==> src/rtl/sdm_ramp_ctrl_if.sv <==
// Target-word handshake between a frequency-plan source and sdm_ramp_ctrl.
// The source offers a word with its ramp step and dwell; the controller accepts it.
interface sdm_ramp_ctrl_if #(
    parameter int W       = 10,
    parameter int STEP_W  = 4,
    parameter int DWELL_W = 8
);
    logic [W-1:0]       tgt_data;
    logic               tgt_valid;
    logic               tgt_ready;
    logic [STEP_W-1:0]  step;
    logic [DWELL_W-1:0] dwell;

    modport master (output tgt_data, tgt_valid, step, dwell, input tgt_ready);
    modport slave  (input tgt_data, tgt_valid, step, dwell, output tgt_ready);
endinterface

==> src/rtl/sdm_ramp_ctrl.sv <==
// Sequencer for the MASH 1-1-1 modulator: flushes it on start-up, then slews its
// input word toward each accepted target in programmable steps and dwell times.
module sdm_ramp_ctrl #(
    parameter int W         = 10,
    parameter int STEP_W    = 4,
    parameter int DWELL_W   = 8,
    parameter int FLUSH_CYC = 4
) (
    input  logic           clk,
    input  logic           rst,
    input  logic           enable,
    sdm_ramp_ctrl_if.slave tgt,
    output logic [W-1:0]   sdm_din,
    output logic           sdm_rstn,
    output logic           busy,
    output logic           locked,
    output logic           ramp_done
);

    localparam int FLUSH_W = (FLUSH_CYC > 1) ? $clog2(FLUSH_CYC) : 1;
    localparam logic [FLUSH_W-1:0] FLUSH_LOAD = FLUSH_W'(FLUSH_CYC - 1);

    typedef enum logic [1:0] {OFF, FLUSH, HOLD, RAMP} state_t;

    state_t             state_q, state_d;
    logic [W-1:0]       din_q, din_d;
    logic [W-1:0]       tgt_q, tgt_d;
    logic [STEP_W-1:0]  step_q, step_d;
    logic [DWELL_W-1:0] dwell_q, dwell_d;
    logic [DWELL_W-1:0] dwell_cnt_q, dwell_cnt_d;
    logic [FLUSH_W-1:0] flush_cnt_q, flush_cnt_d;
    logic               done_d;
    logic               hold_q, busy_q, rstn_q, done_q;

    logic signed [W:0]  diff;
    logic [W:0]         mag;
    logic [W:0]         step_ext;
    logic [W-1:0]       ramp_next;

    // One ramp update: land on the target when within one step, otherwise move by a full step.
    always_comb begin
        diff      = $signed({1'b0, tgt_q}) - $signed({1'b0, din_q});
        mag       = diff[W] ? (W+1)'(-diff) : (W+1)'(diff);
        step_ext  = (W+1)'(step_q);
        ramp_next = tgt_q;
        if (step_q != '0 && mag > step_ext)
            ramp_next = diff[W] ? din_q - W'(step_q) : din_q + W'(step_q);
    end

    always_comb begin
        // NOTE: every variable gets its default first, so no path leaves one unassigned and no latch is inferred.
        state_d     = state_q;
        din_d       = din_q;
        tgt_d       = tgt_q;
        step_d      = step_q;
        dwell_d     = dwell_q;
        dwell_cnt_d = dwell_cnt_q;
        flush_cnt_d = flush_cnt_q;
        done_d      = 1'b0;

        if (!enable) begin
            state_d     = OFF;
            din_d       = '0;
            tgt_d       = '0;
            dwell_cnt_d = '0;
            flush_cnt_d = '0;
        end else begin
            unique case (state_q)
                OFF: begin
                    state_d     = FLUSH;
                    flush_cnt_d = FLUSH_LOAD;
                end
                FLUSH: begin
                    if (flush_cnt_q == '0) state_d = HOLD;
                    else                   flush_cnt_d = flush_cnt_q - 1'b1;
                end
                HOLD: begin
                    if (tgt.tgt_valid && hold_q) begin
                        tgt_d       = tgt.tgt_data;
                        step_d      = tgt.step;
                        dwell_d     = tgt.dwell;
                        dwell_cnt_d = tgt.dwell;
                        if (tgt.tgt_data != din_q) state_d = RAMP;
                        else                       done_d  = 1'b1;
                    end
                end
                RAMP: begin
                    if (dwell_cnt_q == '0) begin
                        dwell_cnt_d = dwell_q;
                        din_d       = ramp_next;
                        if (ramp_next == tgt_q) begin
                            state_d = HOLD;
                            done_d  = 1'b1;
                        end
                    end else begin
                        dwell_cnt_d = dwell_cnt_q - 1'b1;
                    end
                end
            endcase
        end
    end

    // Status outputs are registered from the next state so they line up with sdm_din.
    always_ff @(posedge clk) begin
        if (rst) begin
            state_q     <= OFF;
            din_q       <= '0;
            tgt_q       <= '0;
            step_q      <= '0;
            dwell_q     <= '0;
            dwell_cnt_q <= '0;
            flush_cnt_q <= '0;
            hold_q      <= 1'b0;
            busy_q      <= 1'b0;
            rstn_q      <= 1'b0;
            done_q      <= 1'b0;
        end else begin
            // NOTE: non-blocking assignments make every register update from the same pre-edge values.
            state_q     <= state_d;
            din_q       <= din_d;
            tgt_q       <= tgt_d;
            step_q      <= step_d;
            dwell_q     <= dwell_d;
            dwell_cnt_q <= dwell_cnt_d;
            flush_cnt_q <= flush_cnt_d;
            hold_q      <= (state_d == HOLD);
            busy_q      <= (state_d == FLUSH) || (state_d == RAMP);
            rstn_q      <= (state_d == HOLD) || (state_d == RAMP);
            done_q      <= done_d;
        end
    end

    assign tgt.tgt_ready = hold_q;
    assign locked        = hold_q;
    assign busy          = busy_q;
    assign sdm_rstn      = rstn_q;
    assign sdm_din       = din_q;
    assign ramp_done     = done_q;

endmodule
==> src/flat_wrapper.sv <==
// flat-port wrapper written by rule: the top's interface ports become plain ports
module sdm_ramp_ctrl_flat 
#(
    parameter int W         = 10,
    parameter int STEP_W    = 4,
    parameter int DWELL_W   = 8,
    parameter int FLUSH_CYC = 4
)
  (clk, rst, enable, sdm_din, sdm_rstn, busy, locked, ramp_done, tgt_tgt_data, tgt_tgt_valid, tgt_step, tgt_dwell, tgt_tgt_ready);
  sdm_ramp_ctrl_if #(.W(W), .STEP_W(STEP_W), .DWELL_W(DWELL_W)) tgt_i ();
  input  logic clk;
  input  logic rst;
  input  logic enable;
  output logic [W-1:0] sdm_din;
  output logic sdm_rstn;
  output logic busy;
  output logic locked;
  output logic ramp_done;
  input wire logic [$bits(tgt_i.tgt_data)-1:0] tgt_tgt_data;
  input wire logic [$bits(tgt_i.tgt_valid)-1:0] tgt_tgt_valid;
  input wire logic [$bits(tgt_i.step)-1:0] tgt_step;
  input wire logic [$bits(tgt_i.dwell)-1:0] tgt_dwell;
  output wire logic [$bits(tgt_i.tgt_ready)-1:0] tgt_tgt_ready;
  assign tgt_i.tgt_data = tgt_tgt_data;
  assign tgt_i.tgt_valid = tgt_tgt_valid;
  assign tgt_i.step = tgt_step;
  assign tgt_i.dwell = tgt_dwell;
  assign tgt_tgt_ready = tgt_i.tgt_ready;
  sdm_ramp_ctrl #(.W(W), .STEP_W(STEP_W), .DWELL_W(DWELL_W), .FLUSH_CYC(FLUSH_CYC)) u_core (.clk(clk), .rst(rst), .enable(enable), .tgt(tgt_i), .sdm_din(sdm_din), .sdm_rstn(sdm_rstn), .busy(busy), .locked(locked), .ramp_done(ramp_done));
endmodule
==> config.mk <==
export PLATFORM = sky130hd
export DESIGN_NAME = sdm_ramp_ctrl_flat
export DESIGN_NICKNAME = d
export VERILOG_FILES = /design/src/rtl/sdm_ramp_ctrl_if.sv /design/src/rtl/sdm_ramp_ctrl.sv /design/src/flat_wrapper.sv
export SDC_FILE = /design/constraint.sdc
export NUM_CORES = 1
export LEC_CHECK = 0
export ABC_AREA = 1
export ABC_CLOCK_PERIOD_IN_PS = 3900
export CAP_MARGIN = 20
export CORE_MARGIN = 2
export CORE_UTILIZATION = 50
export CTS_CLUSTER_SIZE = 25
export DETAILED_ROUTE_END_ITERATION = 10
export HOLD_SLACK_MARGIN = 0.05
export PLACE_DENSITY_LB_ADDON = 0.12
export REMOVE_ABC_BUFFERS = 1
export SLEW_MARGIN = 20
export SYNTH_ARGS = -nofsm -noshare
export SYNTH_HDL_FRONTEND = slang
export SYNTH_SLANG_ARGS = --single-unit
==> constraint.sdc <==
create_clock -name clk -period 3.9 [get_ports clk]
set_input_delay 0.78 -clock clk [delete_from_list [all_inputs] [get_ports clk]]
set_output_delay 0.78 -clock clk [all_outputs]
set_load 0.1 [all_outputs]
==> metrics.yaml, run 1 <==
status: "completed"
htreeDepth: 2
numCtsBuffers: 5
placed_cells: 732
vias: 3901
num_io_pins: 41
cts_buffer_depth: 2
required_ns: 4.14
clk_pin_slew_worst_paths_ns: 0.09
path_buf_inv: 4
start_kind: "register"
die-area_um2: 8240
avgRoutedWirePerCell_um: 13.8
drive_gt1_share_pct: 10.9
drv_slew: 0
start_util_pct: 51.9
gp_congestion: 0.870
clock.fmax_mhz: 270
rrSetupSlack_ns: 0.20
diodes: 0
cp-end-kind: "register"
cts_tree: "done"
final_nets: 700
grt.overflow.total: 0
synthArstFlopShare_pct: 0
die_h_um: 90.8
power_frac_comb_pct: 17.6
viasPerCell: 5.26
core_area_um2: 7250
clk_latency_ns: 0.30
n_fill_cell: 693
postCtsHoldBufs: 0
whs_path_depth: 2
track_usage_pct: 24.9
cp.depth: 23
hold_path_end: "u_core.tgt_q[0]"
p_sw_share_pct: 27.7
ys.flop_type: "dfxtp_1"
timing.rr.end: "u_core.locked"
power.leakage_nw: 2.30
drt_iter0_markers: 170
p_int_w: 0.000673
synthToLayoutAreaGrowth_pct: 21.7
synth_edf_count: 0
cap_violations: 0
firstDrtPassIters: 5
syn_area_per_cell_um2: 6.36
drt-total-wl_um: 10300
synth_top_area_share_pct: 25.0
min_from: "u_core.tgt_q[0]"
drc: 0
max_stage_delay_ns: 0.38
path_max_fanout: 10
worstSetupPathType: "register to register"
path_delay_family: "simple AND/OR/NAND/NOR gates"
syn_inst: 592
final.setup_skew_ns: 0.00917
grt_pass1_vias: 3717
final_area_um2: 4580
drtAntennaViolNets: 0
p_sw_w: 0.000258
synth.distinct_cells: 36
syn_area_um2: 3760
setup-tns-final_ns: 0
yosys_warnings: 0
synth.area.top_cells: "dfxtp_1 (25%), nand2_1 (12%), inv_1 (9.6%)"
grt_pass1_wl_um: 16800
cts_sinks: 47
tightest_slew_ns: 0.993
grt_max_degree: 23
ys_seq_area_share_pct: 25.0
layout_min_cycle_time_ns: 3.70
place_area_um2: 4350
seqPwrFrac_pct: 52.2
critPathMostFrequentCell: "nand2_1"
timing.rr.start: "u_core.sdm_din[8]"
cp.arrival_ns: 3.94
die_w_um: 90.8
place.port_buffers: 40
final-setup-viol-count: 0
post-route-period-util_pct: 94.9
antenna_found_initial: 0
ys_seq_elements: 47
reg2reg_depth: 23
relSlewSlack_pct: 33.6
hp-class: "register to register"
timing_hold_violations_final: 0
yosysMostFrequentCell: "nand2_1"
root_buffer: "clkbuf_8"
crit_chain: "inv_1 > ha_4 > nand2_1 > nor2_2 > nand2_1 > nor2_2 > nor2_4 > buf_4 > or2_2 > ha_1 > inv_1 > nor3_1 > nand3_1 > nand4_1 > xor2_2 > inv_1 > nand4_1 > nand4_1 > nor2_1 > nand2_1 > nand2_1 > nand2_1 > nor2_2"
rows: 31
cp_slowest_cell: "dfxtp_4"
critPathLaunch: "u_core.sdm_din[8]"
synth_common_cells: "nand2_1 (120), inv_1 (96), o21ai_0 (59)"
hpwl_um: 8060
synth_top_cell_by_area: "dfxtp_1"
ir_worst_vdd_mv: 0.143
power.density_nw_per_um2: 203
clockPowerShare_pct: 30.1
fin_cells: 742
[placed cells by master (no fill, tap or decap), types with 2 or more instances in the layout]
master           instances
ha_1                    22
xor2_2                   3
clkbuf_8                 5
inv_2                    3
nand2_2                  3
inv_1                   95
nor2_2                   7
a21oi_2                  2
nand3_1                 33
buf_4                   22
xor2_1                  10
o211ai_1                 5
o21bai_1                 3
dfxtp_2                  7
nor2_1                  46
nand3_2                  3
nor3_1                   5
o21ai_0                 57
dfxtp_1                 39
clkdlybuf4s50_1         40
ha_4                     5
o21ai_1                  6
a21oi_1                 50
xnor2_1                  9
a21o_1                   2
nand2_1                120
nand4_1                 22
or2_2                    3
[metrics by stage]
step           total power [W]  hold WS, ns  util, %  worst slack [ns]
2_1_floorplan         0.000587        0.447        -            -0.699
3_3_place_gp          0.000654        0.465     60.0            -0.102
3_5_place_dp          0.000654        0.491     60.0           -0.0423
4_1_cts               0.000932        0.508     61.1          0.000234
5_1_grt               0.000979        0.520     63.1          -0.00790
6_report              0.000931        0.493     63.1             0.199
[logic make-up after synthesis]
family                   after synthesis  share of synthesized area [%]
flip-flops                            47                           25.0
buffers and inverters                116                           12.2
AO/OA/AOI/OAI                        129                           18.2
adder cells (fa/ha/maj)               30                           10.4
XOR/XNOR                              22                           5.12
AND/OR/NAND/NOR                      248                           29.1
[worst max path at each step]
stage	to	slack, ns
after global routing	u_core.locked	-0.008
after detailed placement	u_core.state_q[0]	-0.04
after global placement	u_core.state_q[0]	-0.10
after floorplan	u_core.state_q[0]	-0.70
after CTS	u_core.locked	0.0002
final	u_core.locked	0.20
[timing repair]
| action | in CTS | in global routing |
|---|---|---|
| resized for setup | 2 | 25 |
| endpoints found under the setup margin | 3 | 13 |
| pin swaps | 1 | 6 |
| buffers inserted | 0 | 4 |
| cloned | 0 | 0 |
[worst reg2reg max path: stages, from the launching register on]
cell and delay (ns):
dfxtp_4 0.38, inv_1 0.11, ha_4 0.30, nand2_1 0.09
nor2_2 0.17, nand2_1 0.10, nor2_2 0.13, nor2_4 0.06
buf_4 0.16, or2_2 0.31, ha_1 0.30, inv_1 0.06
nor3_1 0.24, nand3_1 0.11, nand4_1 0.14, xor2_2 0.21
inv_1 0.08, nand4_1 0.12, nand4_1 0.09, nor2_1 0.17
nand2_1 0.08, nand2_1 0.07, nand2_1 0.07, nor2_2 0.07
[registers in the layout (all words and copies together), names as in the netlist, 2 cells and up]
signal and cells:
u_core.dwell_cnt_q 8, u_core.step_q 4, u_core.flush_cnt_q 2, u_core.sdm_din 10
u_core.state_q 2, u_core.dwell_q 8, u_core.tgt_q 10
[layer usage]
layer	GRT usage, %	routed length, um	up-vias	part of all wire (%)
met5	0	0	-	0
met1	31.8	4620	1743	45
li1	-	-	2033	-
met3	3.01	475	23	4.6
met2	43.7	4910	102	48
met4	7.95	259	0	2.5
[power by group through the flow]
| stage | sequential [W] | combinational (W) | clock, W |
|---|---|---|---|
| finish | 0.000486 | 0.000164 | 0.000280 |
| floorplan | 0.000512 | 0.0000742 | 0 |
| detailed placement | 0.000498 | 0.000156 | 0 |
| CTS | 0.000487 | 0.000157 | 0.000288 |
| global placement | 0.000498 | 0.000155 | 0 |
| global route | 0.000487 | 0.000181 | 0.000311 |
[final cells by class]
type | count | area (um^2) | area share, %
inverters | 98 | 368 | 8.03
clock inverters | 1 | 7.51 | 0.164
well taps | 99 | 124 | 2.70
multi-input cells | 429 | 2470 | 54.0
flip-flops and latches | 47 | 953 | 20.8
repair buffers | 63 | 586 | 12.8
clock buffers | 5 | 68.8 | 1.50
(Power assumes the default switching activity.)
==> inputs of run 2 (changes only) <==
CORE_MARGIN = 4   (was 2)
==> run 2 against run 1 <==
Fmax grew 0.15%. Sequential share of layout area down 0.99 points. Non-clock buffer count increased by 10. Critical path depth up 4. Register-to-register slack is essentially flat. Combinational power increased by 21%. Largest power group unchanged. Die area is 9.0% higher. Global-route usage fell by 1.1 points. Utilization grew 3.5 points. Sequential power barely moved. Critical path type unchanged.
==> metrics.yaml, run 2 (same netlist as run 1, synthesis figures left out) <==
status: "completed"
final.setup_skew_ns: 0.00638
drtAntennaViolNets: 0
final_common_cell: "nand2_1"
synthToLayoutAreaGrowth_pct: 29.1
die_w_um: 94.8
gp_congestion: 0.989
final-setup-viol-count: 0
tightest_slew_ns: 0.995
timing_hold_violations_final: 0
drt_iter0_markers: 336
track_usage_pct: 23.9
clk_latency_ns: 0.30
clock.fmax_mhz: 271
power.density_nw_per_um2: 213
worstSetupPathType: "register to register"
n_fill_cell: 664
vias: 4039
cts_buffer_depth: 2
post-route-worst-setup-slack_ns: 0.205
ir_worst_vdd_mv: 0.197
clockPowerShare_pct: 34.0
cts_sinks: 47
finalPower_w: 0.00103
final_util_pct: 66.6
start_util_pct: 51.6
postCtsHoldBufs: 0
layout_min_cycle_time_ns: 3.70
path_max_fanout: 6
grt_pass1_vias: 3699
die_h_um: 94.8
required_ns: 4.07
power_frac_comb_pct: 19.1
htreeDepth: 2
grt_pass1_wl_um: 17200
viasPerCell: 5.36
antenna_found_initial: 0
layout_common_cells: "nand2_1 (113), inv_1 (88), o21ai_0 (53)"
die-area_um2: 8980
placed_cells: 731
cap_violations: 0
final_nets: 710
cts_tree: "done"
firstDrtPassIters: 5
drc: 0
numCtsBuffers: 5
rows: 31
num_io_pins: 41
drive_gt1_share_pct: 17.3
power.leakage_nw: 2.40
p_sw_share_pct: 26.2
start_kind: "register"
post-route-period-util_pct: 94.7
hp-class: "register to register"
cp.arrival_ns: 3.86
root_buffer: "clkbuf_8"
grt_max_degree: 24
place.port_buffers: 40
avgRoutedWirePerCell_um: 14.5
seqPwrFrac_pct: 46.9
grt.overflow.total: 0
final_area_um2: 4860
clk_pin_slew_worst_paths_ns: 0.09
register_area_um2: 963
multi_input_area_um2: 2600
hpwl_um: 7970
p_sw_w: 0.000270
drv_slew: 0
fin_cells: 753
place_area_um2: 4340
diodes: 0
drt-total-wl_um: 10900
relSlewSlack_pct: 33.5
dp_slack_ns: -0.0591
cp-end-kind: "register"
p_int_w: 0.000763
core_area_um2: 7290
run 2: power groups by stage:
stage               Clock, W  Combinational [W]  Sequential (W)
detailed placement         0           0.000156        0.000498
global placement           0           0.000155        0.000498
floorplan                  0          0.0000742        0.000512
CTS                 0.000358           0.000160        0.000487
global route        0.000378           0.000214        0.000486
finish              0.000351           0.000198        0.000485
run 2: worst paths after layout:
check | slack, ns | cells after the start | to | start
max | 0.20 | 27 | u_core.state_q[0] | u_core.sdm_din[9]
min | 0.48 | 1 | u_core.flush_cnt_q[0] | u_core.flush_cnt_q[0]
max reg2reg | 0.20 | 27 | u_core.state_q[0] | u_core.sdm_din[9]
min reg2reg | 0.48 | 1 | u_core.flush_cnt_q[0] | u_core.flush_cnt_q[0]
run 2: timing repair:
| item | 4_1_cts | 5_1_grt |
|---|---|---|
| pin swaps | 2 | 24 |
| gates cloned | 0 | 2 |
| setup buffers | 2 | 11 |
| setup endpoints to repair | 3 | 13 |
| gates resized for setup | 3 | 69 |
run 2: layer usage:
layer | track usage, % | wire length, um | part of all wire (%)
met1 | 31.0 | 4680 | 43
met2 | 41.9 | 5430 | 50
met3 | 2.87 | 552 | 5.1
met4 | 5.77 | 255 | 2.3
met5 | 0 | 0 | 0
run 2: area by class of cell:
class / count / area share, %
clock buffers: 6 / 1.49
clock inverters: 1 / 0.618
inverters: 98 / 7.62
multi-input cells: 429 / 53.5
flip-flops and latches: 47 / 19.8
well taps: 99 / 2.55
repair buffers: 73 / 14.4
run 2: per-stage QoR:
stage / hold slack, ns / setup TNS [ns]
4_1_cts: 0.484 / 0
3_3_place_gp: 0.464 / -0.0322
5_1_grt: 0.535 / -0.116
2_1_floorplan: 0.447 / -6.60
3_5_place_dp: 0.470 / -0.160
6_report: 0.481 / 0
run 2: critical path, cell delays in order, from the launching register on:
cell     delay, ns
dfxtp_2       0.35
inv_1         0.09
ha_4          0.27
nand2_2       0.09
inv_1         0.05
a21oi_2       0.16
nand2_1       0.12
nor2_4        0.20
inv_4         0.08
nor2_2        0.10
xor2_1        0.18
inv_1         0.09
ha_4          0.23
a21oi_2       0.14
o21ai_2       0.08
o21ai_2       0.06
nand3_1       0.08
nor2_1        0.13
nand3_2       0.19
buf_12        0.19
nand4_1       0.08
nand2_1       0.06
nor2_1        0.11
nand2_1       0.08
nor2_2        0.14
nand2_1       0.08
nand2_2       0.07
a21oi_1       0.06
